--- config.mk ---
export PLATFORM = sky130hd
export DESIGN_NAME = calc1_port_scheduler
export DESIGN_NICKNAME = d
export VERILOG_FILES = /design/src/rtl/calc1_pkg.sv /design/src/rtl/calc1_port_capture.sv /design/src/rtl/calc1_port_scheduler.sv
export SDC_FILE = /design/constraint.sdc
export NUM_CORES = 1
export LEC_CHECK = 0
export ABC_AREA = 1
export CAP_MARGIN = 25
export CORE_MARGIN = 4
export CORE_UTILIZATION = 50
export CTS_BUF_LIST = sky130_fd_sc_hd__clkbuf_4
export DETAILED_ROUTE_END_ITERATION = 8
export PLACE_DENSITY = 0.83
export SLEW_MARGIN = 20
export SYNTH_ARGS = -nofsm -noshare
export SYNTH_HDL_FRONTEND = slang
export SYNTH_HIERARCHICAL = 1
export SYNTH_SLANG_ARGS = --single-unit
export TNS_END_PERCENT = 30
--- constraint.sdc ---
create_clock -name c_clk -period 3 [get_ports c_clk]
set_input_delay 0.45 -clock c_clk [delete_from_list [all_inputs] [get_ports c_clk]]
set_output_delay 0.45 -clock c_clk [all_outputs]
set_load 0.01 [all_outputs]
--- src/rtl/calc1_pkg.sv ---
// Shared definitions for the calc1 port scheduler: command/response codes,
// port count, FSM state types and the command legality helper.
package calc1_pkg;

  localparam int NPORTS = 4;

  localparam logic [3:0] CMD_NOP = 4'd0;
  localparam logic [3:0] CMD_ADD = 4'd1;
  localparam logic [3:0] CMD_SUB = 4'd2;
  localparam logic [3:0] CMD_LSH = 4'd5;
  localparam logic [3:0] CMD_RSH = 4'd6;

  localparam logic [1:0] RESP_NONE = 2'd0;
  localparam logic [1:0] RESP_OK   = 2'd1;
  localparam logic [1:0] RESP_ERR  = 2'd2;

  typedef enum logic [1:0] {
    PORT_IDLE,
    PORT_OP2,
    PORT_PEND
  } port_state_e;

  typedef enum logic {
    ARB_IDLE,
    ARB_BUSY
  } arb_state_e;

  // True for the commands the ALU understands; anything else is answered
  // with an error by the scheduler itself.
  function automatic logic cmd_valid(input logic [3:0] cmd);
    return (cmd == CMD_ADD) || (cmd == CMD_SUB) ||
           (cmd == CMD_LSH) || (cmd == CMD_RSH);
  endfunction

endpackage

--- src/rtl/calc1_port_capture.sv ---
// Per-port request capture: takes command+operand1, then operand2, and holds
// the request pending until the scheduler returns its response.
module calc1_port_capture
  import calc1_pkg::*;
#(
  parameter int DW = 32
) (
  input  logic          clk,
  input  logic          rst_n,
  input  logic [3:0]    cmd_in,
  input  logic [DW-1:0] data_in,
  input  logic          done,
  output logic          pend,
  output logic [3:0]    cmd,
  output logic [DW-1:0] op1,
  output logic [DW-1:0] op2
);

  port_state_e   state_q, state_d;
  logic [3:0]    cmd_q, cmd_d;
  logic [DW-1:0] op1_q, op1_d;
  logic [DW-1:0] op2_q, op2_d;

  // Next-state logic; commands outside IDLE are dropped so the latched request stays intact
  always_comb begin
    state_d = state_q;
    cmd_d   = cmd_q;
    op1_d   = op1_q;
    op2_d   = op2_q;
    case (state_q)
      PORT_IDLE: begin
        if (cmd_in != CMD_NOP) begin
          cmd_d   = cmd_in;
          op1_d   = data_in;
          state_d = PORT_OP2;
        end
      end
      PORT_OP2: begin
        op2_d   = data_in;
        state_d = PORT_PEND;
      end
      PORT_PEND: begin
        if (done) begin
          state_d = PORT_IDLE;
        end
      end
      default: state_d = PORT_IDLE;
    endcase
  end

  // Capture registers, cleared on reset so any in-flight request is discarded
  always_ff @(posedge clk or negedge rst_n) begin
    if (!rst_n) begin
      state_q <= PORT_IDLE;
      cmd_q   <= CMD_NOP;
      op1_q   <= '0;
      op2_q   <= '0;
    end else begin
      state_q <= state_d;
      cmd_q   <= cmd_d;
      op1_q   <= op1_d;
      op2_q   <= op2_d;
    end
  end

  assign pend = (state_q == PORT_PEND);
  assign cmd  = cmd_q;
  assign op1  = op1_q;
  assign op2  = op2_q;

endmodule

--- src/rtl/calc1_port_scheduler.sv ---
// Shares one calc1 ALU between four requester ports: captures requests,
// grants the ALU round-robin and routes each result back to its port.
module calc1_port_scheduler
  import calc1_pkg::*;
#(
  parameter int DW = 32
) (
  input  logic          c_clk,
  input  logic          reset,
  input  logic [3:0]    req1_cmd_in,
  input  logic [3:0]    req2_cmd_in,
  input  logic [3:0]    req3_cmd_in,
  input  logic [3:0]    req4_cmd_in,
  input  logic [DW-1:0] req1_data_in,
  input  logic [DW-1:0] req2_data_in,
  input  logic [DW-1:0] req3_data_in,
  input  logic [DW-1:0] req4_data_in,
  output logic [1:0]    out1_resp,
  output logic [1:0]    out2_resp,
  output logic [1:0]    out3_resp,
  output logic [1:0]    out4_resp,
  output logic [DW-1:0] out1_data,
  output logic [DW-1:0] out2_data,
  output logic [DW-1:0] out3_data,
  output logic [DW-1:0] out4_data,
  output logic          alu_req,
  output logic [3:0]    alu_cmd,
  output logic [DW-1:0] alu_op1,
  output logic [DW-1:0] alu_op2,
  output logic [1:0]    alu_tag,
  input  logic          alu_done,
  input  logic [1:0]    alu_resp,
  input  logic [DW-1:0] alu_data
);

  logic [3:0]        req_cmd  [NPORTS];
  logic [DW-1:0]     req_data [NPORTS];
  logic [NPORTS-1:0] port_pend;
  logic [NPORTS-1:0] port_done;
  logic [3:0]        cap_cmd  [NPORTS];
  logic [DW-1:0]     cap_op1  [NPORTS];
  logic [DW-1:0]     cap_op2  [NPORTS];

  assign req_cmd[0]  = req1_cmd_in;
  assign req_cmd[1]  = req2_cmd_in;
  assign req_cmd[2]  = req3_cmd_in;
  assign req_cmd[3]  = req4_cmd_in;
  assign req_data[0] = req1_data_in;
  assign req_data[1] = req2_data_in;
  assign req_data[2] = req3_data_in;
  assign req_data[3] = req4_data_in;

  for (genvar i = 0; i < NPORTS; i++) begin : g_port
    calc1_port_capture #(.DW(DW)) u_capture (
      .clk     (c_clk),
      .rst_n   (reset),
      .cmd_in  (req_cmd[i]),
      .data_in (req_data[i]),
      .done    (port_done[i]),
      .pend    (port_pend[i]),
      .cmd     (cap_cmd[i]),
      .op1     (cap_op1[i]),
      .op2     (cap_op2[i])
    );
  end

  arb_state_e    arb_state_q, arb_state_d;
  logic [1:0]    last_grant_q, last_grant_d;
  logic          err_pend_q, err_pend_d;
  logic [1:0]    err_tag_q, err_tag_d;
  logic          alu_req_q, alu_req_d;
  logic [3:0]    alu_cmd_q, alu_cmd_d;
  logic [DW-1:0] alu_op1_q, alu_op1_d;
  logic [DW-1:0] alu_op2_q, alu_op2_d;
  logic [1:0]    alu_tag_q, alu_tag_d;
  logic [1:0]    out_resp_q [NPORTS];
  logic [1:0]    out_resp_d [NPORTS];
  logic [DW-1:0] out_data_q [NPORTS];
  logic [DW-1:0] out_data_d [NPORTS];

  logic          grant_valid;
  logic [1:0]    grant_idx;
  logic [1:0]    cand;

  // Round-robin search starting after the last granted port; a port whose error reply is queued is skipped
  always_comb begin
    grant_valid = 1'b0;
    grant_idx   = last_grant_q;
    cand        = '0;
    for (int k = 1; k <= NPORTS; k++) begin
      cand = last_grant_q + 2'(k);
      if (!grant_valid && port_pend[cand] && !(err_pend_q && (err_tag_q == cand))) begin
        grant_valid = 1'b1;
        grant_idx   = cand;
      end
    end
  end

  // Arbiter next state: issue valid commands, answer invalid ones locally, route ALU completions
  always_comb begin
    arb_state_d  = arb_state_q;
    last_grant_d = last_grant_q;
    err_pend_d   = 1'b0;
    err_tag_d    = err_tag_q;
    alu_req_d    = 1'b0;
    alu_cmd_d    = alu_cmd_q;
    alu_op1_d    = alu_op1_q;
    alu_op2_d    = alu_op2_q;
    alu_tag_d    = alu_tag_q;
    port_done    = '0;
    for (int i = 0; i < NPORTS; i++) begin
      out_resp_d[i] = RESP_NONE;
      out_data_d[i] = '0;
    end

    if (err_pend_q) begin
      out_resp_d[err_tag_q] = RESP_ERR;
      port_done[err_tag_q]  = 1'b1;
    end

    case (arb_state_q)
      ARB_IDLE: begin
        if (grant_valid) begin
          last_grant_d = grant_idx;
          if (cmd_valid(cap_cmd[grant_idx])) begin
            alu_req_d   = 1'b1;
            alu_cmd_d   = cap_cmd[grant_idx];
            alu_op1_d   = cap_op1[grant_idx];
            alu_op2_d   = cap_op2[grant_idx];
            alu_tag_d   = grant_idx;
            arb_state_d = ARB_BUSY;
          end else begin
            err_pend_d = 1'b1;
            err_tag_d  = grant_idx;
          end
        end
      end
      ARB_BUSY: begin
        if (alu_done) begin
          out_resp_d[alu_tag_q] = alu_resp;
          out_data_d[alu_tag_q] = alu_data;
          port_done[alu_tag_q]  = 1'b1;
          arb_state_d           = ARB_IDLE;
        end
      end
      default: arb_state_d = ARB_IDLE;
    endcase
  end

  // Arbiter and output registers; reset makes port 4 the last grant so port 1 wins first
  always_ff @(posedge c_clk or negedge reset) begin
    if (!reset) begin
      arb_state_q  <= ARB_IDLE;
      last_grant_q <= 2'd3;
      err_pend_q   <= 1'b0;
      err_tag_q    <= '0;
      alu_req_q    <= 1'b0;
      alu_cmd_q    <= CMD_NOP;
      alu_op1_q    <= '0;
      alu_op2_q    <= '0;
      alu_tag_q    <= '0;
      for (int i = 0; i < NPORTS; i++) begin
        out_resp_q[i] <= RESP_NONE;
        out_data_q[i] <= '0;
      end
    end else begin
      arb_state_q  <= arb_state_d;
      last_grant_q <= last_grant_d;
      err_pend_q   <= err_pend_d;
      err_tag_q    <= err_tag_d;
      alu_req_q    <= alu_req_d;
      alu_cmd_q    <= alu_cmd_d;
      alu_op1_q    <= alu_op1_d;
      alu_op2_q    <= alu_op2_d;
      alu_tag_q    <= alu_tag_d;
      for (int i = 0; i < NPORTS; i++) begin
        out_resp_q[i] <= out_resp_d[i];
        out_data_q[i] <= out_data_d[i];
      end
    end
  end

  assign alu_req   = alu_req_q;
  assign alu_cmd   = alu_cmd_q;
  assign alu_op1   = alu_op1_q;
  assign alu_op2   = alu_op2_q;
  assign alu_tag   = alu_tag_q;
  assign out1_resp = out_resp_q[0];
  assign out2_resp = out_resp_q[1];
  assign out3_resp = out_resp_q[2];
  assign out4_resp = out_resp_q[3];
  assign out1_data = out_data_q[0];
  assign out2_data = out_data_q[1];
  assign out3_data = out_data_q[2];
  assign out4_data = out_data_q[3];

endmodule

==> impl_metrics.yaml, run 1 <==
floorplanning:
  start_util_pct: 51.0
  die_x_um: 213
  ios: 388
  rows: 74
  core_area_um2: 41200
  die_h_um: 213
  die_area_um2: 45400
worst_setup_path:
  crit_chain: "buf_4, nand2_1, nand3_1, nand2_1, a21oi_4, nand4_1, nand2_4, buf_4, bufbuf_16, nor2_1, o21ai_0, o21ai_1, nand4_1, nand2_1"
  reg2reg_slack_ps: 80
  cpMostUsedCell: "nand2_1"
  worstPathMaxFanout: 23
  slowest_stage: "dfstp_2"
  slowest_delay_ps: 620
  r2r-end: "alu_op2[29]$_DFFE_PN0P_"
  critical_path.endpoint: "alu_op2[29]$_DFFE_PN0P_"
  criticalPathCategory: "reg2reg"
  crit_cells: 14
  endpoint_kind: "flip-flop"
  start_kind: "flip-flop"
  r2r_start: "last_grant_q[1]$_DFFE_PN1P_"
  setup.worst_path.start: "last_grant_q[1]$_DFFE_PN1P_"
  path_buf_inv: 3
  crit_family: "simple AND/OR/NAND/NOR gates"
  cp.required_ps: 3720
  worstPathArrival_ps: 3650
  ff2ff_path_depth: 14
yosys:
  synth-simple-area-share_pct: 30.5
  yosysTopAreaCell: "dfrtp_1"
  ys_async_sr_fraction_pct: 100
  synth_top_family_by_area: "simple AND/OR/NAND/NOR gates"
  synth_edf_count: 0
  ys_warn_count: 6
  synth_compound_area_share_pct: 5.13
  synth_xor_area_share_pct: 0.0417
  netlist_top_cells_area: "dfrtp_1 58%, nand2_1 14%, nand3_1 6.9%"
  synth_mux_area_share_pct: 0
  synth_seq_cells: 493
  netlist_instances: 2442
  yosys.area.top_type_share_pct: 58.5
  syn_avg_cell_area_um2: 8.60
  synthAdderAreaFrac_pct: 0
  synthFlopType: "dfrtp_1"
  syn_nets: 2623
  yosysSeqAreaShare_pct: 58.7
  syn_area_um2: 21000
  ys_types: 26
detailed_routing:
  drt_iter0_drc: 2573
  vias: 20000
  drcViolationCount: 0
  drt-total-wl_um: 75400
  avgViaCountPerCell: 5.71
  first_pass_iters: 8
  ant_nets: 0
  drt-wirelength-per-cell_um: 21.5
placement:
  dp_hpwl_um: 50900
  placed_cells: 3258
  port_buffers: 387
  preCtsSetupSlack_ps: -93.1
  gp_congestion: 0.956
sta:
  setup-violations-final: 0
  fin_skew_ps: 45.7
  slew-limit-headroom_pct: 50.1
  max_freq_ghz: 0.342
  finalHoldViolCount: 0
  worst_pin_slew_ps: 749
  post-route-period-util_pct: 97.5
  finalWorstSetupSlack_ps: 76.4
  fin_tns_setup_ps: 0
  slew_violations: 0
  fin_crit_ps: 2920
global_routing:
  grt_use_total_pct: 31.6
  grt_max_degree: 99
  grt-ovfl-total: 0
  grt_pass1_vias: 19200
  antenna_found_initial: 4
  grt_pass1_wl_um: 111000
cts:
  insertion_delay_ps: 850
  clockBufferDepth: 3
  clk_pin_slew_ps: 60
  cts_tree: "built"
  cts_sinks: 493
  cts_root_buf: "clkbuf_4"
  htreeDepth: 4
  cts_buffers: 130
layout:
  nFillCells: 3171
  drive_gt1_share_pct: 11.6
  area_growth_pct: 30.7
  nets: 3070
  final_cells: 3510
min_path:
  hold_class: "in2reg"
job:
  max_cap_violations: 0
run_status:
  status: "completed"
[worst min-delay path by stage]
stage / start / endpoint / cells after the start
final: req1_cmd_in[3] / g_port[0].u_capture/cmd[3]$_DFFE_PN0P_ / 3
after CTS: req1_cmd_in[3] / g_port[0].u_capture/cmd[3]$_DFFE_PN0P_ / 3
after detailed placement: g_port[2].u_capture/op2[3]$_DFFE_PN0N_ / g_port[2].u_capture/op2[3]$_DFFE_PN0N_ / 2
after global routing: req1_data_in[29] / g_port[0].u_capture/op1[29]$_DFFE_PN0P_ / 3
after floorplan: reset / alu_cmd[0]$_DFFE_PN0P_ / 0
after global placement: g_port[2].u_capture/op2[26]$_DFFE_PN0N_ / g_port[2].u_capture/op2[26]$_DFFE_PN0N_ / 2
[metrics by stage]
stage,hold slack [ps],util [%],cell area (µm²)
after floorplan,154,-,21000
after global placement,448,61.4,25300
after detailed placement,453,61.4,25300
after CTS,115,65.4,26900
after global routing,150,66.6,27500
final,185,66.6,27500
[flip-flops by register name, summed over array words and instances, names as in the netlist, 8 cells and up]
signal                    flops
g_port.u_capture/op1        128
g_port.u_capture/op2        128
alu_op1                      32
alu_op2                      32
out1_data                    32
out2_data                    32
out3_data                    32
out4_data                    32
g_port.u_capture/cmd         16
g_port.u_capture/state_q      8
[cells in the final DEF (no fill, tap or decap)]
cell             Yosys  layout
a21oi_4              0       1
buf_12               0      16
buf_16               0       2
buf_4               21      55
buf_6               20       3
buf_8                0       5
bufbuf_16            0       1
bufinv_16            0       4
clkbuf_16            0       7
clkbuf_2             0       1
clkbuf_4             1     181
clkdlybuf4s50_1      0     386
clkinv_1             0      21
clkinv_2             0       2
clkinvlp_4           0       1
dfrtp_1            491     491
dfstp_2              2       2
diode_2              0       5
dlygate4sd3_1        0       1
inv_1               57      56
inv_2                8      15
inv_4                0       1
nand2_1            771     765
nand2_2             11      14
nand2_4              9      12
nand2_8              0       1
nand3_1            290     288
nand3_2              0       2
nand4_1             72      72
nand4_4              1       2
nor2_1             346     345
nor2_2               1       2
nor2_4               2       2
nor2_8               4       4
o211ai_1             1       1
o21ai_0            195     151
o21ai_1             11      45
o21ai_2              0      10
o31ai_1              4       4
xor2_1               1       1
[kinds of logic (layout without fill, tap and decap cells)]
logic type / Yosys count / count (layout)
AO/OA/AOI/OAI: 212 / 212
XOR/XNOR: 1 / 1
buffers and inverters: 228 / 758
flip-flops: 493 / 493
other: 0 / 5
AND/OR/NAND/NOR: 1508 / 1509
[cell usage after synthesis (2+ instances only)]
cell type	n
buf_6	20
nor2_8	4
o31ai_1	4
nand2_2	11
inv_1	57
dfstp_2	2
nand4_1	72
buf_4	21
buf_2	68
o21ai_0	195
dfrtp_1	491
inv_2	8
nand2_1	771
o21ai_1	11
nand3_1	290
clkbuf_1	53
nand2_4	9
nor2_1	346
nor2_4	2
[cell type report]
class | instances | area (µm²) | share of cell area, %
Sequential cell | 493 | 12300 | 44.9
Multi-Input combinational cell | 1722 | 7610 | 27.7
Timing Repair Buffer | 477 | 4980 | 18.1
Clock buffer | 181 | 1360 | 4.95
Tap cell | 532 | 666 | 2.42
Inverter | 65 | 246 | 0.898
Clock inverter | 35 | 243 | 0.884
Antenna cell | 5 | 12.5 | 0.0456
[metal layers]
layer  routed length [µm]  GRT usage [%]
met4                 3470           12.2
met1                28800           43.4
met3                 9710           11.0
met5                   13              0
met2                33300           46.8
[worst register-to-register path, delay by kind of cell (launching register included)]
family / cells / cell delay (ps)
simple gates: 8 / 1060
buf+inv: 3 / 650
flops: 1 / 620
compound gates: 3 / 490
[timing repair]
item,4_1_cts,5_1_grt
cloned,1,10
pin swaps,0,5
buffers inserted,0,19
endpoints found under the hold margin,75,0
hold buffers,1,0
setup endpoints to repair,10,74
gates resized for setup,8,72
Power of run 1 is left out: the tool's default activity adds up to more than one toggle a clock period on the data nets, which glitch-free logic cannot reach.
==> run 2, diff against run 1 <==
--- a/config.mk
+++ b/config.mk
@@ -7,9 +7,9 @@
 export LEC_CHECK = 0
 export ABC_AREA = 1
-export CAP_MARGIN = 25
 export CORE_MARGIN = 4
 export CORE_UTILIZATION = 50
 export CTS_BUF_LIST = sky130_fd_sc_hd__clkbuf_4
 export DETAILED_ROUTE_END_ITERATION = 8
+export GPL_TIMING_DRIVEN = 0
 export PLACE_DENSITY = 0.83
 export SLEW_MARGIN = 20
==> constraint.sdc (replaced) <==
create_clock -name c_clk -period 3 [get_ports c_clk]
set_input_delay 0.9 -clock c_clk [delete_from_list [all_inputs] [get_ports c_clk]]
set_output_delay 0.9 -clock c_clk [all_outputs]
set_load 0.01 [all_outputs]
==> run 2 against run 1 <==
Net effect: the flow now finishes with violations (negative setup slack); clock skew rose by 37 ps; flip-flop and latch count unchanged; highest routed layer unchanged; critical path depth grew 8; maximum frequency is 4.7% lower; worst hold slack gained 280 ps; routed wire length grew 0.23%; utilization grew 1.6 points; sequential share of layout area shrank 1.0 points; non-clock buffer count is 102 higher; register-to-register slack worse by 140 ps.
==> impl_metrics.yaml, run 2 (synthesis gave the netlist of run 1 again) <==
run_status:
  status: "finished, violations left"
  failed_checks: "negative setup slack"
worst_setup_path:
  path_buf_inv: 6
  start_kind: "flip-flop"
  worstPathArrival_ps: 3810
  cpMostUsedCell: "nand2_1"
  worstPathMaxFanout: 11
  cp.required_ps: 3740
  endpoint_kind: "flip-flop"
  criticalPathCategory: "reg2reg"
  slowest_delay_ps: 400
  crit_family: "simple AND/OR/NAND/NOR gates"
  crit_chain: "buf_12, nor2_4, inv_1, nand2_1, nand2_1, nand2_1, nand2_1, a21oi_4, nand3_2, nand2_2, nand2_4, buf_8, buf_4, nand2_1, o21ai_1, nand2_1, nand2_2, nor2_4, buf_12, buf_8, nand4_1, nand2_1"
  slowest_stage: "dfrtp_1"
detailed_routing:
  drt-total-wl_um: 75500
  drt_iter0_drc: 2418
  drcViolationCount: 0
  avgViaCountPerCell: 5.58
  ant_nets: 0
  drt-wirelength-per-cell_um: 20.9
  vias: 20200
  first_pass_iters: 9
cts:
  clk_pin_slew_ps: 60
  cts_tree: "built"
  insertion_delay_ps: 880
  cts_buffers: 131
  htreeDepth: 4
  clockBufferDepth: 3
  cts_sinks: 493
  cts_root_buf: "clkbuf_4"
placement:
  dp_hpwl_um: 56700
  gp_congestion: 0.961
  port_buffers: 387
  placed_cells: 3366
layout:
  area_growth_pct: 33.8
  final_util_pct: 68.2
  most-common-layout-cells: "757 x nand2_1, 487 x dfrtp_1, 386 x clkdlybuf4s50_1, 331 x nor2_1, 288 x nand3_1"
  drive_gt1_share_pct: 15.8
  nets: 3172
  final_cells: 3614
  final_common_cell: "nand2_1"
floorplanning:
  ios: 388
  die_x_um: 213
  die_h_um: 213
  start_util_pct: 51.0
  rows: 74
  die_area_um2: 45400
  core_area_um2: 41200
sta:
  rsz0062_at_grt: "yes"
  finalHoldViolCount: 0
  holdWs_ps: 469
  worst_pin_slew_ps: 810
  post-route-period-util_pct: 102
  slew-limit-headroom_pct: 45.6
  finalWorstSetupSlack_ps: -68.5
  max_freq_ghz: 0.326
  slew_violations: 0
  fin_skew_ps: 82.8
  fin_crit_ps: 3070
  setup-violations-final: 22
  fin_tns_setup_ps: -399
global_routing:
  grt_pass1_vias: 19400
  grt_use_total_pct: 32.4
  grt_pass1_wl_um: 111000
  grt_max_degree: 101
  grt-ovfl-total: 0
  antenna_found_initial: 6
min_path:
  hold_class: "reg2reg"
job:
  max_cap_violations: 0
==> run 2: path summary, 6_finish.rpt <==
check / start / to / slack (ps) / depth (start not counted)
max: g_port[1].u_capture/state_q[0]$_DFFE_PN0P_ / alu_cmd[2]$_DFFE_PN0P_ / -70 / 22
min: alu_cmd[3]$_DFFE_PN0P_ / alu_cmd[3]$_DFFE_PN0P_ / 470 / 2
max reg2reg: g_port[1].u_capture/state_q[0]$_DFFE_PN0P_ / alu_cmd[2]$_DFFE_PN0P_ / -70 / 22
min reg2reg: alu_cmd[3]$_DFFE_PN0P_ / alu_cmd[3]$_DFFE_PN0P_ / 470 / 2
max in group asynchronous: reset / alu_op1[25]$_DFFE_PN0P_ / 730 / 5
min in group asynchronous: reset / g_port[3].u_capture/op2[14]$_DFFE_PN0N_ / 590 / 2
==> run 2: layout make-up <==
class,instances,area [µm²]
fillers,3192,13100
flip-flops and latches,493,12300
multi-input cells,1721,7890
repair buffers,427,4300
clock buffers,184,1380
plain buffers,152,1040
well taps,532,666
inverters,65,263
clock inverters,36,200
diodes,4,10.0
==> run 2: routing by layer <==
| layer | part of all wire (%) | vias to the layer above | track usage (%) |
|---|---|---|---|
| met5 | 0.021 | - | 0 |
| met4 | 4.3 | 4 | 14.5 |
| met3 | 11 | 229 | 7.90 |
| met2 | 47 | 1298 | 51.0 |
| met1 | 38 | 9566 | 43.0 |
| li1 | - | 9055 | - |
==> run 2: tightest hold or removal path, stage by stage (launching register included) <==
cell	delay (ps)
dfrtp_1	340
nand2_1	50
inv_1	40
==> run 2: stage by stage <==
stage	worst slack (ps)	instance area [µm²]
2_1_floorplan	358	21000
3_3_place_gp	-19570	25500
3_5_place_dp	-737	25700
4_1_cts	5.13	27600
5_1_grt	-114	28100
6_report	-68.5	28100
==> run 2: timing repair <==
item,CTS,global route
endpoints found under the hold margin,56,0
buffers inserted,9,24
setup endpoints to repair,76,72
resized for setup,157,96
hold buffers,1,0
cloned,0,1
pin swaps,2,20
Power of run 2 is left out for the same reason.
